===== config.mk =====
export PLATFORM = sky130hd
export DESIGN_NAME = operand_fetch_flat
export DESIGN_NICKNAME = d
export VERILOG_FILES = /design/src/rtl/operand_fetch_pkg.sv /design/src/rtl/operand_fetch_if.sv /design/src/rtl/operand_fetch_scoreboard.sv /design/src/rtl/operand_fetch.sv /design/src/flat_wrapper.sv
export SDC_FILE = /design/constraint.sdc
export NUM_CORES = 1
export LEC_CHECK = 0
export ABC_AREA = 1
export BUFFER_PORTS_ARGS = -buffer_cell sky130_fd_sc_hd__buf_2
export CORE_AREA = 2 2 143 145
export DETAILED_ROUTE_END_ITERATION = 12
export DIE_AREA = 0 0 145 147
export GPL_ROUTABILITY_DRIVEN = 0
export PLACE_DENSITY = 0.77
export SYNTH_ARGS = -nofsm -noshare
export SYNTH_HDL_FRONTEND = slang
export SYNTH_SLANG_ARGS = --single-unit

===== constraint.sdc =====
create_clock -name clk -period 7 [get_ports clk]
set_input_delay 2.1 -clock clk [delete_from_list [all_inputs] [get_ports clk]]
set_output_delay 2.1 -clock clk [all_outputs]
set_load 0.01 [all_outputs]

===== src/rtl/operand_fetch_pkg.sv =====
// Shared types and constants for the ID->EX operand-fetch stage.
package operand_fetch_pkg;

  localparam int XLEN   = 32;
  localparam int CTRL_W = 16;
  localparam int NREG   = 32;

  typedef logic [4:0] regidx_t;

  localparam regidx_t ZERO_REG = 5'd0;

  typedef enum logic {
    SLOT_EMPTY = 1'b0,
    SLOT_FULL  = 1'b1
  } slot_state_t;

endpackage


===== src/rtl/operand_fetch_if.sv =====
// Decode, register-file, writeback and execute signals of the operand-fetch stage.
interface operand_fetch_if #(
  parameter int XLEN   = operand_fetch_pkg::XLEN,
  parameter int CTRL_W = operand_fetch_pkg::CTRL_W
);

  // decode side
  logic                      in_valid;
  logic                      in_ready;
  operand_fetch_pkg::regidx_t in_rs1;
  operand_fetch_pkg::regidx_t in_rs2;
  operand_fetch_pkg::regidx_t in_rd;
  logic                      in_regwrite;
  logic [XLEN-1:0]           in_pc;
  logic [XLEN-1:0]           in_imm;
  logic [CTRL_W-1:0]         in_ctrl;

  // register file and writeback
  operand_fetch_pkg::regidx_t rf_rs1;
  operand_fetch_pkg::regidx_t rf_rs2;
  logic [XLEN-1:0]           rf_rd1;
  logic [XLEN-1:0]           rf_rd2;
  logic                      wb_regwrite;
  operand_fetch_pkg::regidx_t wb_rd;
  logic [XLEN-1:0]           wb_dat;

  // execute side
  logic                      flush;
  logic                      out_valid;
  logic                      out_ready;
  logic [XLEN-1:0]           out_rs1_val;
  logic [XLEN-1:0]           out_rs2_val;
  operand_fetch_pkg::regidx_t out_rd;
  logic                      out_regwrite;
  logic [XLEN-1:0]           out_pc;
  logic [XLEN-1:0]           out_imm;
  logic [CTRL_W-1:0]         out_ctrl;

  modport slave (
    input  in_valid, in_rs1, in_rs2, in_rd, in_regwrite, in_pc, in_imm, in_ctrl,
    input  rf_rd1, rf_rd2, wb_regwrite, wb_rd, wb_dat, flush, out_ready,
    output in_ready, rf_rs1, rf_rs2,
    output out_valid, out_rs1_val, out_rs2_val, out_rd, out_regwrite, out_pc, out_imm, out_ctrl
  );

  modport master (
    output in_valid, in_rs1, in_rs2, in_rd, in_regwrite, in_pc, in_imm, in_ctrl,
    output rf_rd1, rf_rd2, wb_regwrite, wb_rd, wb_dat, flush, out_ready,
    input  in_ready, rf_rs1, rf_rs2,
    input  out_valid, out_rs1_val, out_rs2_val, out_rd, out_regwrite, out_pc, out_imm, out_ctrl
  );

endinterface


===== src/rtl/operand_fetch_scoreboard.sv =====
// Pending-destination bitmap: one bit per architectural register written by an
// instruction that has issued but not yet written back. Bit 0 never sets.
module opfetch_scoreboard
  import operand_fetch_pkg::*;
#(
  parameter int NREG = operand_fetch_pkg::NREG
) (
  input  logic    clk,
  input  logic    reset,
  input  logic    set_en,
  input  regidx_t set_idx,
  input  logic    clr_wb_en,
  input  regidx_t clr_wb_idx,
  input  logic    clr_fl_en,
  input  regidx_t clr_fl_idx,
  input  regidx_t rs1,
  input  regidx_t rs2,
  input  regidx_t rd,
  output logic    pend_rs1,
  output logic    pend_rs2,
  output logic    pend_rd
);

  logic [NREG-1:0] pending;
  logic [NREG-1:0] set_vec;
  logic [NREG-1:0] clr_vec;

  assign set_vec = set_en ? (NREG'(1) << set_idx) : '0;
  assign clr_vec = (clr_wb_en ? (NREG'(1) << clr_wb_idx) : '0)
                 | (clr_fl_en ? (NREG'(1) << clr_fl_idx) : '0);

  // NOTE: state is updated with non-blocking assignments so every flop samples
  // pre-edge values; blocking here would create order-dependent simulation.
  always_ff @(posedge clk or negedge reset) begin
    if (!reset) begin
      pending <= '0;
    end else begin
      // set applied after clear so a same-cycle reissue keeps the bit
      pending <= ((pending & ~clr_vec) | set_vec) & ~NREG'(1);
    end
  end

  assign pend_rs1 = pending[rs1];
  assign pend_rs2 = pending[rs2];
  assign pend_rd  = pending[rd];

endmodule


===== src/rtl/operand_fetch.sv =====
// ID->EX operand fetch: regfile read, writeback bypass, scoreboard stall, one-entry
// output slot. Define OPFETCH_BYPASS_EN to forward same-cycle writeback data.
module operand_fetch
  import operand_fetch_pkg::*;
#(
  parameter int XLEN   = operand_fetch_pkg::XLEN,
  parameter int CTRL_W = operand_fetch_pkg::CTRL_W,
  parameter int NREG   = operand_fetch_pkg::NREG
) (
  input logic             clk,
  input logic             reset,
  operand_fetch_if.slave  bus
);

  typedef struct packed {
    logic [XLEN-1:0]   rs1_val;
    logic [XLEN-1:0]   rs2_val;
    regidx_t           rd;
    logic              regwrite;
    logic [XLEN-1:0]   pc;
    logic [XLEN-1:0]   imm;
    logic [CTRL_W-1:0] ctrl;
  } payload_t;

  slot_state_t     state;
  payload_t        slot;
  logic            byp1, byp2;
  logic [XLEN-1:0] op1, op2;
  logic            pend_rs1, pend_rs2, pend_rd;
  logic            raw1, raw2, waw, hazard;
  logic            fire, drain;

  assign bus.rf_rs1 = bus.in_rs1;
  assign bus.rf_rs2 = bus.in_rs2;

`ifdef OPFETCH_BYPASS_EN
  assign byp1 = bus.wb_regwrite && (bus.wb_rd == bus.in_rs1);
  assign byp2 = bus.wb_regwrite && (bus.wb_rd == bus.in_rs2);
`else
  assign byp1 = 1'b0;
  assign byp2 = 1'b0;
`endif

  // NOTE: every always_comb output gets a default first so no path leaves it
  // unassigned, which would otherwise infer a latch.
  always_comb begin
    op1 = bus.rf_rd1;
    op2 = bus.rf_rd2;
    if (byp1) op1 = bus.wb_dat;
    if (byp2) op2 = bus.wb_dat;
    if (bus.in_rs1 == ZERO_REG) op1 = '0;
    if (bus.in_rs2 == ZERO_REG) op2 = '0;
  end

  // a bypass hit resolves RAW because the producer's data is on wb_dat right now
  assign raw1   = (bus.in_rs1 != ZERO_REG) && pend_rs1 && !byp1;
  assign raw2   = (bus.in_rs2 != ZERO_REG) && pend_rs2 && !byp2;
  assign waw    = bus.in_regwrite && (bus.in_rd != ZERO_REG) && pend_rd;
  assign hazard = raw1 || raw2 || waw;

  assign bus.in_ready = ((state == SLOT_EMPTY) || bus.out_ready) && !hazard && !bus.flush;
  assign fire         = bus.in_valid && bus.in_ready;
  assign drain        = (state == SLOT_FULL) && bus.out_ready;

  opfetch_scoreboard #(.NREG(NREG)) u_scoreboard (
    .clk        (clk),
    .reset      (reset),
    .set_en     (fire && bus.in_regwrite && (bus.in_rd != ZERO_REG)),
    .set_idx    (bus.in_rd),
    .clr_wb_en  (bus.wb_regwrite),
    .clr_wb_idx (bus.wb_rd),
    .clr_fl_en  (bus.flush && (state == SLOT_FULL) && slot.regwrite && (slot.rd != ZERO_REG)),
    .clr_fl_idx (slot.rd),
    .rs1        (bus.in_rs1),
    .rs2        (bus.in_rs2),
    .rd         (bus.in_rd),
    .pend_rs1   (pend_rs1),
    .pend_rs2   (pend_rs2),
    .pend_rd    (pend_rd)
  );

  // NOTE: the payload flops are reset along with the state so out_* read zero
  // after reset rather than X.
  always_ff @(posedge clk or negedge reset) begin
    if (!reset) begin
      state <= SLOT_EMPTY;
      slot  <= '0;
    end else begin
      unique case (state)
        SLOT_EMPTY: if (fire) state <= SLOT_FULL;
        SLOT_FULL:  if (bus.flush || (drain && !fire)) state <= SLOT_EMPTY;
        default:    state <= SLOT_EMPTY;
      endcase
      if (fire) begin
        slot.rs1_val  <= op1;
        slot.rs2_val  <= op2;
        slot.rd       <= bus.in_rd;
        slot.regwrite <= bus.in_regwrite;
        slot.pc       <= bus.in_pc;
        slot.imm      <= bus.in_imm;
        slot.ctrl     <= bus.in_ctrl;
      end
    end
  end

  assign bus.out_valid    = (state == SLOT_FULL);
  assign bus.out_rs1_val  = slot.rs1_val;
  assign bus.out_rs2_val  = slot.rs2_val;
  assign bus.out_rd       = slot.rd;
  assign bus.out_regwrite = slot.regwrite;
  assign bus.out_pc       = slot.pc;
  assign bus.out_imm      = slot.imm;
  assign bus.out_ctrl     = slot.ctrl;

endmodule

===== src/flat_wrapper.sv =====
// flat-port wrapper written by rule: the top's interface ports become plain ports
module operand_fetch_flat import operand_fetch_pkg::*;
#(
  parameter int XLEN   = operand_fetch_pkg::XLEN,
  parameter int CTRL_W = operand_fetch_pkg::CTRL_W,
  parameter int NREG   = operand_fetch_pkg::NREG
)
  (clk, reset, bus_in_valid, bus_in_rs1, bus_in_rs2, bus_in_rd, bus_in_regwrite, bus_in_pc, bus_in_imm, bus_in_ctrl, bus_rf_rd1, bus_rf_rd2, bus_wb_regwrite, bus_wb_rd, bus_wb_dat, bus_flush, bus_out_ready, bus_in_ready, bus_rf_rs1, bus_rf_rs2, bus_out_valid, bus_out_rs1_val, bus_out_rs2_val, bus_out_rd, bus_out_regwrite, bus_out_pc, bus_out_imm, bus_out_ctrl);
  operand_fetch_if #(.XLEN(XLEN), .CTRL_W(CTRL_W)) bus_i ();
  input logic clk;
  input logic reset;
  input wire logic [$bits(bus_i.in_valid)-1:0] bus_in_valid;
  input wire logic [$bits(bus_i.in_rs1)-1:0] bus_in_rs1;
  input wire logic [$bits(bus_i.in_rs2)-1:0] bus_in_rs2;
  input wire logic [$bits(bus_i.in_rd)-1:0] bus_in_rd;
  input wire logic [$bits(bus_i.in_regwrite)-1:0] bus_in_regwrite;
  input wire logic [$bits(bus_i.in_pc)-1:0] bus_in_pc;
  input wire logic [$bits(bus_i.in_imm)-1:0] bus_in_imm;
  input wire logic [$bits(bus_i.in_ctrl)-1:0] bus_in_ctrl;
  input wire logic [$bits(bus_i.rf_rd1)-1:0] bus_rf_rd1;
  input wire logic [$bits(bus_i.rf_rd2)-1:0] bus_rf_rd2;
  input wire logic [$bits(bus_i.wb_regwrite)-1:0] bus_wb_regwrite;
  input wire logic [$bits(bus_i.wb_rd)-1:0] bus_wb_rd;
  input wire logic [$bits(bus_i.wb_dat)-1:0] bus_wb_dat;
  input wire logic [$bits(bus_i.flush)-1:0] bus_flush;
  input wire logic [$bits(bus_i.out_ready)-1:0] bus_out_ready;
  output wire logic [$bits(bus_i.in_ready)-1:0] bus_in_ready;
  output wire logic [$bits(bus_i.rf_rs1)-1:0] bus_rf_rs1;
  output wire logic [$bits(bus_i.rf_rs2)-1:0] bus_rf_rs2;
  output wire logic [$bits(bus_i.out_valid)-1:0] bus_out_valid;
  output wire logic [$bits(bus_i.out_rs1_val)-1:0] bus_out_rs1_val;
  output wire logic [$bits(bus_i.out_rs2_val)-1:0] bus_out_rs2_val;
  output wire logic [$bits(bus_i.out_rd)-1:0] bus_out_rd;
  output wire logic [$bits(bus_i.out_regwrite)-1:0] bus_out_regwrite;
  output wire logic [$bits(bus_i.out_pc)-1:0] bus_out_pc;
  output wire logic [$bits(bus_i.out_imm)-1:0] bus_out_imm;
  output wire logic [$bits(bus_i.out_ctrl)-1:0] bus_out_ctrl;
  assign bus_i.in_valid = bus_in_valid;
  assign bus_i.in_rs1 = bus_in_rs1;
  assign bus_i.in_rs2 = bus_in_rs2;
  assign bus_i.in_rd = bus_in_rd;
  assign bus_i.in_regwrite = bus_in_regwrite;
  assign bus_i.in_pc = bus_in_pc;
  assign bus_i.in_imm = bus_in_imm;
  assign bus_i.in_ctrl = bus_in_ctrl;
  assign bus_i.rf_rd1 = bus_rf_rd1;
  assign bus_i.rf_rd2 = bus_rf_rd2;
  assign bus_i.wb_regwrite = bus_wb_regwrite;
  assign bus_i.wb_rd = bus_wb_rd;
  assign bus_i.wb_dat = bus_wb_dat;
  assign bus_i.flush = bus_flush;
  assign bus_i.out_ready = bus_out_ready;
  assign bus_in_ready = bus_i.in_ready;
  assign bus_rf_rs1 = bus_i.rf_rs1;
  assign bus_rf_rs2 = bus_i.rf_rs2;
  assign bus_out_valid = bus_i.out_valid;
  assign bus_out_rs1_val = bus_i.out_rs1_val;
  assign bus_out_rs2_val = bus_i.out_rs2_val;
  assign bus_out_rd = bus_i.out_rd;
  assign bus_out_regwrite = bus_i.out_regwrite;
  assign bus_out_pc = bus_i.out_pc;
  assign bus_out_imm = bus_i.out_imm;
  assign bus_out_ctrl = bus_i.out_ctrl;
  operand_fetch #(.XLEN(XLEN), .CTRL_W(CTRL_W), .NREG(NREG)) u_core (.clk(clk), .reset(reset), .bus(bus_i));
endmodule

==> flow_metrics.env, run 1 <==
export IMPL_status="complete, no violations"
export IMPL_cp_cell_sequence="buf_2 > inv_2 > nor2_1 > nand2_1 > nand3_1 > nand3_1 > nand3_1 > nand3_1 > nand2_1 > nor2_4 > buf_2"
export IMPL_dieArea_sq_um=21300
export IMPL_slew_viol_final=0
export IMPL_num_rows=52
export IMPL_synth_area_sq_um=9180
export IMPL_cp_required_ps=4900
export IMPL_fin_crit_ps=5820
export IMPL_slew_headroom_pct=17.8
export IMPL_cts_clk_slew_worst_paths_ps=80
export IMPL_avgViaCountPerCell=5.47
export IMPL_initial_core_util_pct=46.3
export IMPL_powerDensity_nw_per_um2=315
export IMPL_die_w_um=145
export IMPL_htreeDepth=4
export IMPL_layout_commonest_cell="nand2_1"
export IMPL_yosysWarnings=0
export IMPL_critPathKind="primary input to output port"
export IMPL_cts_buffers=17
export IMPL_final_antenna_net_count=0
export IMPL_portBuffers=332
export IMPL_max_cap_violations=0
export IMPL_tns_ps=0
export IMPL_finalCritPeriodShare_pct=83.2
export IMPL_synthCells=1185
export IMPL_cts_sinks=182
export IMPL_clkLatencyLatePin_ps=440
export IMPL_p_leak_nw=6.19
export IMPL_hp_class="flop to flop"
export IMPL_core_area_sq_um=19800
export IMPL_antenna_found_initial=4
export IMPL_crit_path_frequent_cell="nand3_1"
export IMPL_num_nets_final=1650
export IMPL_grt_overflow=0
export IMPL_syn_nets=1388
export IMPL_fin_ws_ps=1180
export IMPL_grt_pass1_vias=8902
export IMPL_netlist_cell_type_count=27
export IMPL_grt_pass1_wl_um=48200
export IMPL_setup_viol=0
export IMPL_grt_start_max_net_pins=112
export IMPL_cts_tree="done"
export IMPL_clockBufferDepth=2
export IMPL_die_y_um=147
export IMPL_drt_iter0_markers=988
export IMPL_wl_um=30500
export IMPL_clock_fmax_mhz=172
export IMPL_io_pins=365
export IMPL_max_stage_delay_ps=390
export IMPL_crit_fanout=25
export IMPL_critPathArrivalTime_ps=3720
export IMPL_drt_pass1_iter_count=5
export IMPL_grtUsageTotal_pct=28.3
export IMPL_crit_slowest_cell="buf_2"
export IMPL_start_kind="primary input"
export IMPL_worst_pin_slew_ps=1230
export IMPL_postCtsSetupBuffers=0
export IMPL_final_cell_mix="nand2_1, buf_2, dfrtp_1"
export IMPL_fin_worst_skew_ps=28.0
export IMPL_synthToLayoutAreaGrowth_pct=23.3
export IMPL_synthTopCellsByArea="dfrtp_1, nand2_1, nand3_1, nand4_1, buf_4"
export IMPL_cts_root_buf="clkbuf_16"
export IMPL_final_util_pct=57.1
export IMPL_cts_resized_gates=0
export IMPL_ir_drop_uv=163
export IMPL_synth_top_area_share_pct=49.6
export IMPL_post_place_ws_ps=1230
export IMPL_hpwl_um=21300
export IMPL_drcViolationCount=0
export IMPL_routedWlPerCell_um=17.6
export IMPL_synth_seq_area_share_pct=49.6
export IMPL_cts_hold_buf=0
export IMPL_grt_setup_unrepaired="false"
export IMPL_synth_seq_cells=182
export IMPL_dr_total_vias=9490
export IMPL_worst_setup_path_end_kind="output port"
export IMPL_yosys_area_top_type="dfrtp_1"
export IMPL_avgSynthCellArea_sq_um=7.75
export IMPL_hold_viol_final=0
export IMPL_final_layout_size_suffix_gt1_share_pct=26.4
[worst paths after layout]
| path | from | endpoint | slack, ps | cells after the start |
|---|---|---|---|---|
| min in group asynchronous | reset | u_core.bus.out_ctrl[7] | 1670 | 1 |
| max reg2reg | u_core.u_scoreboard.pending[16] | u_core.bus.out_rs2_val[24] | 3340 | 14 |
| max | bus_in_rd[0] | bus_in_ready | 1180 | 11 |
| min | u_core.bus.out_imm[31] | u_core.bus.out_imm[31] | 470 | 2 |
| min reg2reg | u_core.bus.out_imm[31] | u_core.bus.out_imm[31] | 470 | 2 |
| max in group asynchronous | reset | u_core.bus.out_rs2_val[7] | 4250 | 2 |
[logic make-up after synthesis]
kind of cell,synth area share (%)
flip-flops,49.6
AO/OA/AOI/OAI,5.30
AND/OR/NAND/NOR,36.6
buffers and inverters,8.54
[layer usage]
metal / vias to the layer above / share of wire, % / GRT usage (%)
li1: 4439 / - / -
met1: 4442 / 40 / 38.2
met2: 524 / 47 / 44.0
met3: 85 / 9.3 / 6.15
met4: 0 / 3.6 / 12.8
met5: - / 0 / 0
[report_power, final]
group          total [W]  internal (W)  switching [W]
registers        0.00154       0.00135       0.000189
clock network   0.000985      0.000497       0.000487
logic            0.00104      0.000394       0.000644
total            0.00356       0.00224        0.00132
[per-stage QoR]
step	cell area (sq um)	instances	hold WS [ps]	power [W]
after global placement	10700	1698	449	0.00255
after global routing	11300	1733	494	0.00379
final	11300	1734	471	0.00356
after floorplan	9180	1185	472	0.00208
after CTS	11300	1730	472	0.00358
after detailed placement	10700	1698	453	0.00259
[registers in the layout, indices dropped and copies added, names as in the netlist]
signal and cells:
u_core.bus.out_ctrl 16, u_core.bus.out_imm 32, u_core.bus.out_pc 32, u_core.bus.out_rd 5, u_core.bus.out_regwrite 1, u_core.bus.out_rs1_val 32
u_core.bus.out_rs2_val 32, u_core.bus.out_valid 1, u_core.u_scoreboard.pending 31
[final cells by class]
| type | count | area (sq um) |
|---|---|---|
| fill | 1828 | 8520 |
| sequential | 182 | 4550 |
| multi-input combinational | 851 | 3850 |
| timing repair buffer | 339 | 1750 |
| clock buffer | 18 | 439 |
| tap | 270 | 338 |
| inverter | 56 | 210 |
| clock inverter | 14 | 174 |
| antenna | 4 | 10.0 |
[critical path: cells and delay by family]
family | cells | cell delay (ps)
simple gates | 8 | 890
buf+inv | 3 | 720
[synthesized netlist by cell type]
master and number:
a21boi_1 2, a21oi_1 16, a21oi_2 1, a221o_1 5, a22oi_1 8, a31oi_1 2
buf_1 2, buf_2 18, buf_4 25, buf_6 13, clkbuf_1 38, clkinv_1 1
dfrtp_1 182, inv_1 48, inv_2 7, nand2_1 465, nand2_2 2, nand3_1 155
nand4_1 83, nor2_1 40, nor2_2 3, nor2_4 1, nor3_1 10, nor4_1 12
o211ai_1 12, o21ai_0 28, o21ai_1 6
(Power assumes the default switching activity.)
==> run 2: changes to the inputs <==
--- a/config.mk
+++ b/config.mk
@@ -7,11 +7,12 @@
 export LEC_CHECK = 0
 export ABC_AREA = 1
 export BUFFER_PORTS_ARGS = -buffer_cell sky130_fd_sc_hd__buf_2
-export CORE_AREA = 2 2 143 145
+export CORE_ASPECT_RATIO = 0.8
+export CORE_MARGIN = 1.5
+export CORE_UTILIZATION = 44
 export DETAILED_ROUTE_END_ITERATION = 12
-export DIE_AREA = 0 0 145 147
 export GPL_ROUTABILITY_DRIVEN = 0
-export PLACE_DENSITY = 0.77
+export PLACE_DENSITY = 0.76
 export SYNTH_ARGS = -nofsm -noshare
 export SYNTH_HDL_FRONTEND = slang
 export SYNTH_SLANG_ARGS = --single-unit
==> constraint.sdc (replaced) <==
create_clock -name clk -period 5.3 [get_ports clk]
set_input_delay 1.59 -clock clk [delete_from_list [all_inputs] [get_ports clk]]
set_output_delay 1.59 -clock clk [all_outputs]
set_load 0.01 [all_outputs]
==> flow_metrics.env, run 2 (synthesized netlist as in run 1, its figures left out) <==
export IMPL_crit_path_frequent_cell="nand3_1"
export IMPL_setup_viol=0
export IMPL_antenna_found_initial=0
export IMPL_nFillCells=1945
export IMPL_critPathArrivalTime_ps=3200
export IMPL_num_nets_final=1656
export IMPL_initial_core_util_pct=44.6
export IMPL_combPwrFrac_pct=29.0
export IMPL_avgViaCountPerCell=5.41
export IMPL_layout_cells_non_filler=1735
export IMPL_hold_viol_final=0
export IMPL_critPathKind="primary input to output port"
export IMPL_portBuffers=332
export IMPL_grt_overflow=0
export IMPL_core_area_sq_um=20600
export IMPL_drcViolationCount=0
export IMPL_max_cap_violations=0
export IMPL_clock_power_share_pct=28.2
export IMPL_dieArea_sq_um=21800
export IMPL_htreeDepth=4
export IMPL_die_w_um=165
export IMPL_slew_headroom_pct=18.2
export IMPL_final_antenna_net_count=0
export IMPL_placed_cell_area_sq_um=10800
export IMPL_ir_drop_uv=257
export IMPL_cts_resized_gates=0
export IMPL_drt_pass1_iter_count=6
export IMPL_final_layout_size_suffix_gt1_share_pct=26.7
export IMPL_crit_buf_inv=3
export IMPL_status="complete, no violations"
export IMPL_finalCritPeriodShare_pct=90.4
export IMPL_multi_input_area_sq_um=3850
export IMPL_grt_setup_unrepaired="false"
export IMPL_p_int_w=0.00304
export IMPL_die_y_um=132
export IMPL_grt_pass1_wl_um=46200
export IMPL_p_leak_nw=6.24
export IMPL_worst_setup_path_end_kind="output port"
export IMPL_grt_pass1_vias=8779
export IMPL_cts_hold_buf=0
export IMPL_cp_cell_sequence="buf_2 > inv_2 > o211ai_1 > nand3_1 > nand3_1 > nand3_1 > nand2_1 > nand2_1 > nor2_4 > buf_2"
export IMPL_synthToLayoutAreaGrowth_pct=24.0
export IMPL_dp_cells=1703
export IMPL_fin_ws_ps=508
export IMPL_crit_family="simple AND/OR/NAND/NOR gates"
export IMPL_hp_class="flop to flop"
export IMPL_clock_fmax_mhz=209
export IMPL_final_cell_mix="nand2_1, buf_2, dfrtp_1"
export IMPL_ff_latch_area_sq_um=4550
export IMPL_postCtsSetupBuffers=0
export IMPL_crit_fanout=22
export IMPL_hpwl_um=20300
export IMPL_fin_crit_ps=4790
export IMPL_num_rows=47
export IMPL_final_area_sq_um=11400
export IMPL_total_power_w=0.00475
export IMPL_wl_um=29500
export IMPL_grt_start_max_net_pins=167
export IMPL_max_stage_delay_ps=330
export IMPL_cts_root_buf="clkbuf_16"
export IMPL_clockBufferDepth=2
export IMPL_power_frac_seq_pct=42.8
export IMPL_crit_slowest_cell="buf_2"
export IMPL_antenna_cells=0
export IMPL_layout_commonest_cell="nand2_1"
export IMPL_reg2reg_slack_ps=2670
export IMPL_slew_viol_final=0
export IMPL_post_place_ws_ps=542
export IMPL_cts_clk_slew_worst_paths_ps=70
export IMPL_io_pins=365
export IMPL_dr_total_vias=9394
export IMPL_start_kind="primary input"
export IMPL_fin_worst_skew_ps=21.7
export IMPL_tns_ps=0
export IMPL_clkLatencyLatePin_ps=430
export IMPL_powerDensity_nw_per_um2=417
export IMPL_routedWlPerCell_um=17.0
export IMPL_drt_iter0_markers=1104
export IMPL_cts_tree="done"
export IMPL_cp_required_ps=3710
export IMPL_p_sw_w=0.00171
export IMPL_grtUsageTotal_pct=27.1
export IMPL_worst_pin_slew_ps=1220
export IMPL_cts_sinks=182
export IMPL_sw_frac_of_total_pct=36.0
export IMPL_cts_buffers=17
## run 2: cell types whose count changed in the layout (fill, tap and decap cells not counted), sizes merged
cell,previous run,this run
clkinvlp,1,0
diode,4,0
clkbuf,18,17
bufinv,0,2
buf,339,345
## run 2: power by group through the flow
stage	combinational (W)	clock, W	sequential [W]
after global placement	0.00135	0	0.00203
final	0.00138	0.00134	0.00203
after detailed placement	0.00138	0	0.00204
after CTS	0.00138	0.00137	0.00202
after floorplan	0.000557	0	0.00220
after global routing	0.00152	0.00143	0.00207
## run 2: worst paths after layout
kind,startpoint,end,cells after the start
worst max-delay path,bus_in_rs2[0],bus_in_ready,10
worst min-delay path,u_core.bus.out_pc[1],u_core.bus.out_pc[1],2
worst max register to register,u_core.u_scoreboard.pending[28],u_core.u_scoreboard.pending[10],12
worst min register to register,u_core.bus.out_pc[1],u_core.bus.out_pc[1],2
max in group asynchronous,reset,u_core.bus.out_rs1_val[23],2
min in group asynchronous,reset,u_core.bus.out_rs1_val[22],1
## run 2: tightest hold or removal path, delay by kind of cell (launching register included)
kind             cells  cell delay [ps]
AND/OR/NAND/NOR      2               90
flip-flops           1              340
## run 2: stage by stage
step / hold WS, ps / util (%)
after floorplan: 472 / -
after global placement: 448 / 52.3
after detailed placement: 453 / 52.3
after CTS: 471 / 55.3
after global routing: 486 / 55.3
final: 466 / 55.3
## run 2: layout make-up
type / count / share of cell area (%)
multi-input combinational: 851 / 33.8
tap: 269 / 2.96
inverter: 56 / 1.85
clock inverter: 15 / 1.80
sequential: 182 / 40.0
clock buffer: 17 / 3.74
timing repair buffer: 345 / 15.9
## run 2: per-layer routing
layer,GRT usage (%),up-vias,part of all wire [%]
met3,8.78,71,12
li1,-,4449,-
met2,41.3,547,46
met5,0,-,0
met4,8.96,0,2.5
met1,36.4,4327,40
==> run 3: changes to the inputs <==
--- a/config.mk
+++ b/config.mk
@@ -5,14 +5,13 @@
 export SDC_FILE = /design/constraint.sdc
 export NUM_CORES = 1
 export LEC_CHECK = 0
-export ABC_AREA = 1
 export BUFFER_PORTS_ARGS = -buffer_cell sky130_fd_sc_hd__buf_2
 export CORE_ASPECT_RATIO = 0.8
 export CORE_MARGIN = 1.5
 export CORE_UTILIZATION = 44
 export DETAILED_ROUTE_END_ITERATION = 12
 export GPL_ROUTABILITY_DRIVEN = 0
-export PLACE_DENSITY = 0.76
+export PLACE_DENSITY = 0.77
 export SYNTH_ARGS = -nofsm -noshare
 export SYNTH_HDL_FRONTEND = slang
 export SYNTH_SLANG_ARGS = --single-unit
==> flow_metrics.env, run 3 <==
export IMPL_rr_startpoint="u_core.u_scoreboard.pending[19]"
export IMPL_synth_mux_area_share_pct=24.9
export IMPL_grt_pass1_vias=6852
export IMPL_drt_pass1_iter_count=5
export IMPL_crit_fanout=4
export IMPL_avgSynthCellArea_sq_um=12.1
export IMPL_setup_viol=0
export IMPL_cp_required_ps=3710
export IMPL_ys_flop_type="dfrtp_1"
export IMPL_critPathKind="primary input to output port"
export IMPL_p_leak_nw=5.49
export IMPL_grt_start_max_net_pins=106
export IMPL_start_kind="primary input"
export IMPL_async_flop_share_pct=100
export IMPL_synth_top_area_share_pct=52.2
export IMPL_avgViaCountPerCell=5.31
export IMPL_hpwl_um=16900
export IMPL_clock_fmax_mhz=197
export IMPL_slew_headroom_pct=35.7
export IMPL_hold_viol_final=0
export IMPL_synth_area_sq_um=8720
export IMPL_total_power_w=0.00437
export IMPL_postCtsSetupBuffers=0
export IMPL_placed_cell_area_sq_um=10500
export IMPL_synth_most_common_cell="dfrtp_1"
export IMPL_final_area_sq_um=11100
export IMPL_status="complete, no violations"
export IMPL_crit_path_frequent_cell="buf_2"
export IMPL_yosysWarnings=0
export IMPL_synth_top_family_by_area="multiplexers"
export IMPL_ir_drop_uv=218
export IMPL_fin_crit_ps=5070
export IMPL_drt_iter0_markers=419
export IMPL_fin_worst_skew_ps=15.3
export IMPL_synthTopCellsByArea="dfrtp_1, mux2_2, mux2i_1, mux4_2, nand2_1"
export IMPL_dieArea_sq_um=20700
export IMPL_cp_cell_sequence="buf_2 > mux4_2 > a22oi_1 > a211oi_1 > o311ai_2 > nand2_1 > a2111oi_2 > buf_2"
export IMPL_portBuffers=332
export IMPL_finalCritPeriodShare_pct=95.6
export IMPL_synth_edf_count=0
export IMPL_regToRegEndpoint="u_core.bus.out_rs1_val[11]"
export IMPL_num_rows=45
export IMPL_synth_simple_area_share_pct=8.47
export IMPL_hp_class="flop to flop"
export IMPL_crit_slowest_cell="mux4_2"
export IMPL_drcViolationCount=0
export IMPL_synth_seq_cells=182
export IMPL_synth_compound_area_share_pct=7.23
export IMPL_max_cap_violations=0
export IMPL_grt_setup_unrepaired="false"
export IMPL_syn_nets=926
export IMPL_antenna_found_initial=1
export IMPL_grt_pass1_wl_um=35400
export IMPL_initial_core_util_pct=45.4
export IMPL_cts_buffers=17
export IMPL_clkLatencyLatePin_ps=430
export IMPL_num_nets_final=1243
export IMPL_cts_sinks=182
export IMPL_synth_seq_area_share_pct=52.2
export IMPL_yosys_area_top_type="dfrtp_1"
export IMPL_final_antenna_net_count=0
export IMPL_layout_cells_non_filler=1311
export IMPL_tns_ps=0
export IMPL_dr_total_vias=6956
export IMPL_htreeDepth=4
export IMPL_core_area_sq_um=19200
export IMPL_final_layout_size_suffix_gt1_share_pct=47.4
export IMPL_holdPathStages=1
export IMPL_routedWlPerCell_um=17.3
export IMPL_critPathArrivalTime_ps=3480
export IMPL_reg2reg_depth=8
export IMPL_slew_viol_final=0
export IMPL_nFillCells=1609
export IMPL_io_pins=365
export IMPL_synthXorXnorAreaFrac_pct=0
export IMPL_final_cell_mix="buf_2, dfrtp_1, nand2_1"
export IMPL_hold_path_endpoint="u_core.bus.out_pc[8]"
export IMPL_holdWs_ps=503
export IMPL_cts_clk_slew_worst_paths_ps=70
export IMPL_die_w_um=160
export IMPL_hp_start="u_core.bus.out_pc[8]"
export IMPL_grtUsageTotal_pct=21.9
export IMPL_die_y_um=129
export IMPL_antenna_cells=0
export IMPL_clockBufferDepth=2
export IMPL_cts_root_buf="clkbuf_16"
export IMPL_yosys_top_cells_count="dfrtp_1, nand2_1, mux2_2"
export IMPL_synthCells=723
export IMPL_worst_setup_path_end_kind="output port"
export IMPL_netlist_cell_type_count=47
export IMPL_synthToLayoutAreaGrowth_pct=27.5
export IMPL_reg2reg_slack_ps=2060
export IMPL_dp_cells=1279
export IMPL_grt_overflow=0
export IMPL_layout_commonest_cell="buf_2"
export IMPL_max_stage_delay_ps=520
export IMPL_worst_pin_slew_ps=964
export IMPL_cts_tree="done"
export IMPL_powerDensity_nw_per_um2=393
export IMPL_wl_um=22700
export IMPL_synth_adder_area_share_pct=0
run 3: cell count changes in the layout (fill, tap and decap cells not counted), sizes merged, moves of 12 or more:
cell	before	now
o31ai	0	12
o221ai	0	25
nand4	83	4
o21ai	34	19
a21oi	17	0
mux2	0	90
mux4	0	17
nand3	155	15
nor2	44	11
inv	63	79
nand2	467	81
mux2i	0	72
nor2b	0	12
run 3: area by class of cell:
| type | instances | area, sq um | share of cell area (%) |
|---|---|---|---|
| sequential | 182 | 4550 | 41.0 |
| multi-input combinational | 418 | 3560 | 32.0 |
| timing repair buffer | 350 | 1840 | 16.6 |
| clock buffer | 19 | 443 | 3.98 |
| tap | 258 | 323 | 2.90 |
| inverter | 71 | 267 | 2.40 |
| clock inverter | 13 | 133 | 1.19 |
run 3: repair_timing:
action / 4_1_cts / 5_1_grt
hold buffers: 0 / 0
endpoints found under the setup margin: 0 / 1
gates resized for setup: 0 / 3
run 3: worst max path at each step:
stage	from	to	slack (ps)	cells after the start
after global routing	bus_in_rd[0]	bus_in_ready	130	8
after global placement	bus_in_rd[0]	bus_in_ready	210	8
after CTS	bus_in_rd[0]	bus_in_ready	50	8
after floorplan	bus_in_rs1[0]	bus_in_ready	70	7
after detailed placement	bus_in_rd[0]	bus_in_ready	70	8
final	bus_in_rd[0]	bus_in_ready	230	8
run 3: cells by family (layout without fill, tap and decap cells):
family | Yosys count | after routing
flip-flops | 182 | 182
multiplexers | 179 | 179
AND/OR/NAND/NOR | 157 | 157
buffers and inverters | 123 | 453
AO/OA/AOI/OAI | 82 | 82
run 3: per-stage QoR:
step	setup WS (ps)	util, %
2_1_floorplan	72.0	-
3_3_place_gp	214	54.8
3_5_place_dp	65.8	54.8
4_1_cts	50.3	57.8
5_1_grt	127	57.9
6_report	232	57.9
run 3: metal layers:
metal / part of all wire [%] / vias to the layer above / wire length (um) / track usage, %
met5: 0.044 / - / 10 / 0
met4: 1.6 / 2 / 363 / 6.98
met3: 10 / 26 / 2330 / 6.90
met2: 47 / 373 / 10700 / 35.1
met1: 41 / 3378 / 9270 / 28.5
li1: - / 3177 / - / -
run 3: worst max-delay path: cells and delay by family:
family / cells / cell delay, ps
AND/OR/NAND/NOR: 1 / 120
buffers and inverters: 2 / 370
AO/OA/AOI/OAI: 4 / 890
multiplexers: 1 / 520
run 3: report_power, final:
group	switching (W)	leakage (nW)	internal, W
clock	0.000592	0.281	0.000640
sequential	0.000210	2.19	0.00173
combinational	0.000615	3.02	0.000581
total	0.00142	5.49	0.00295
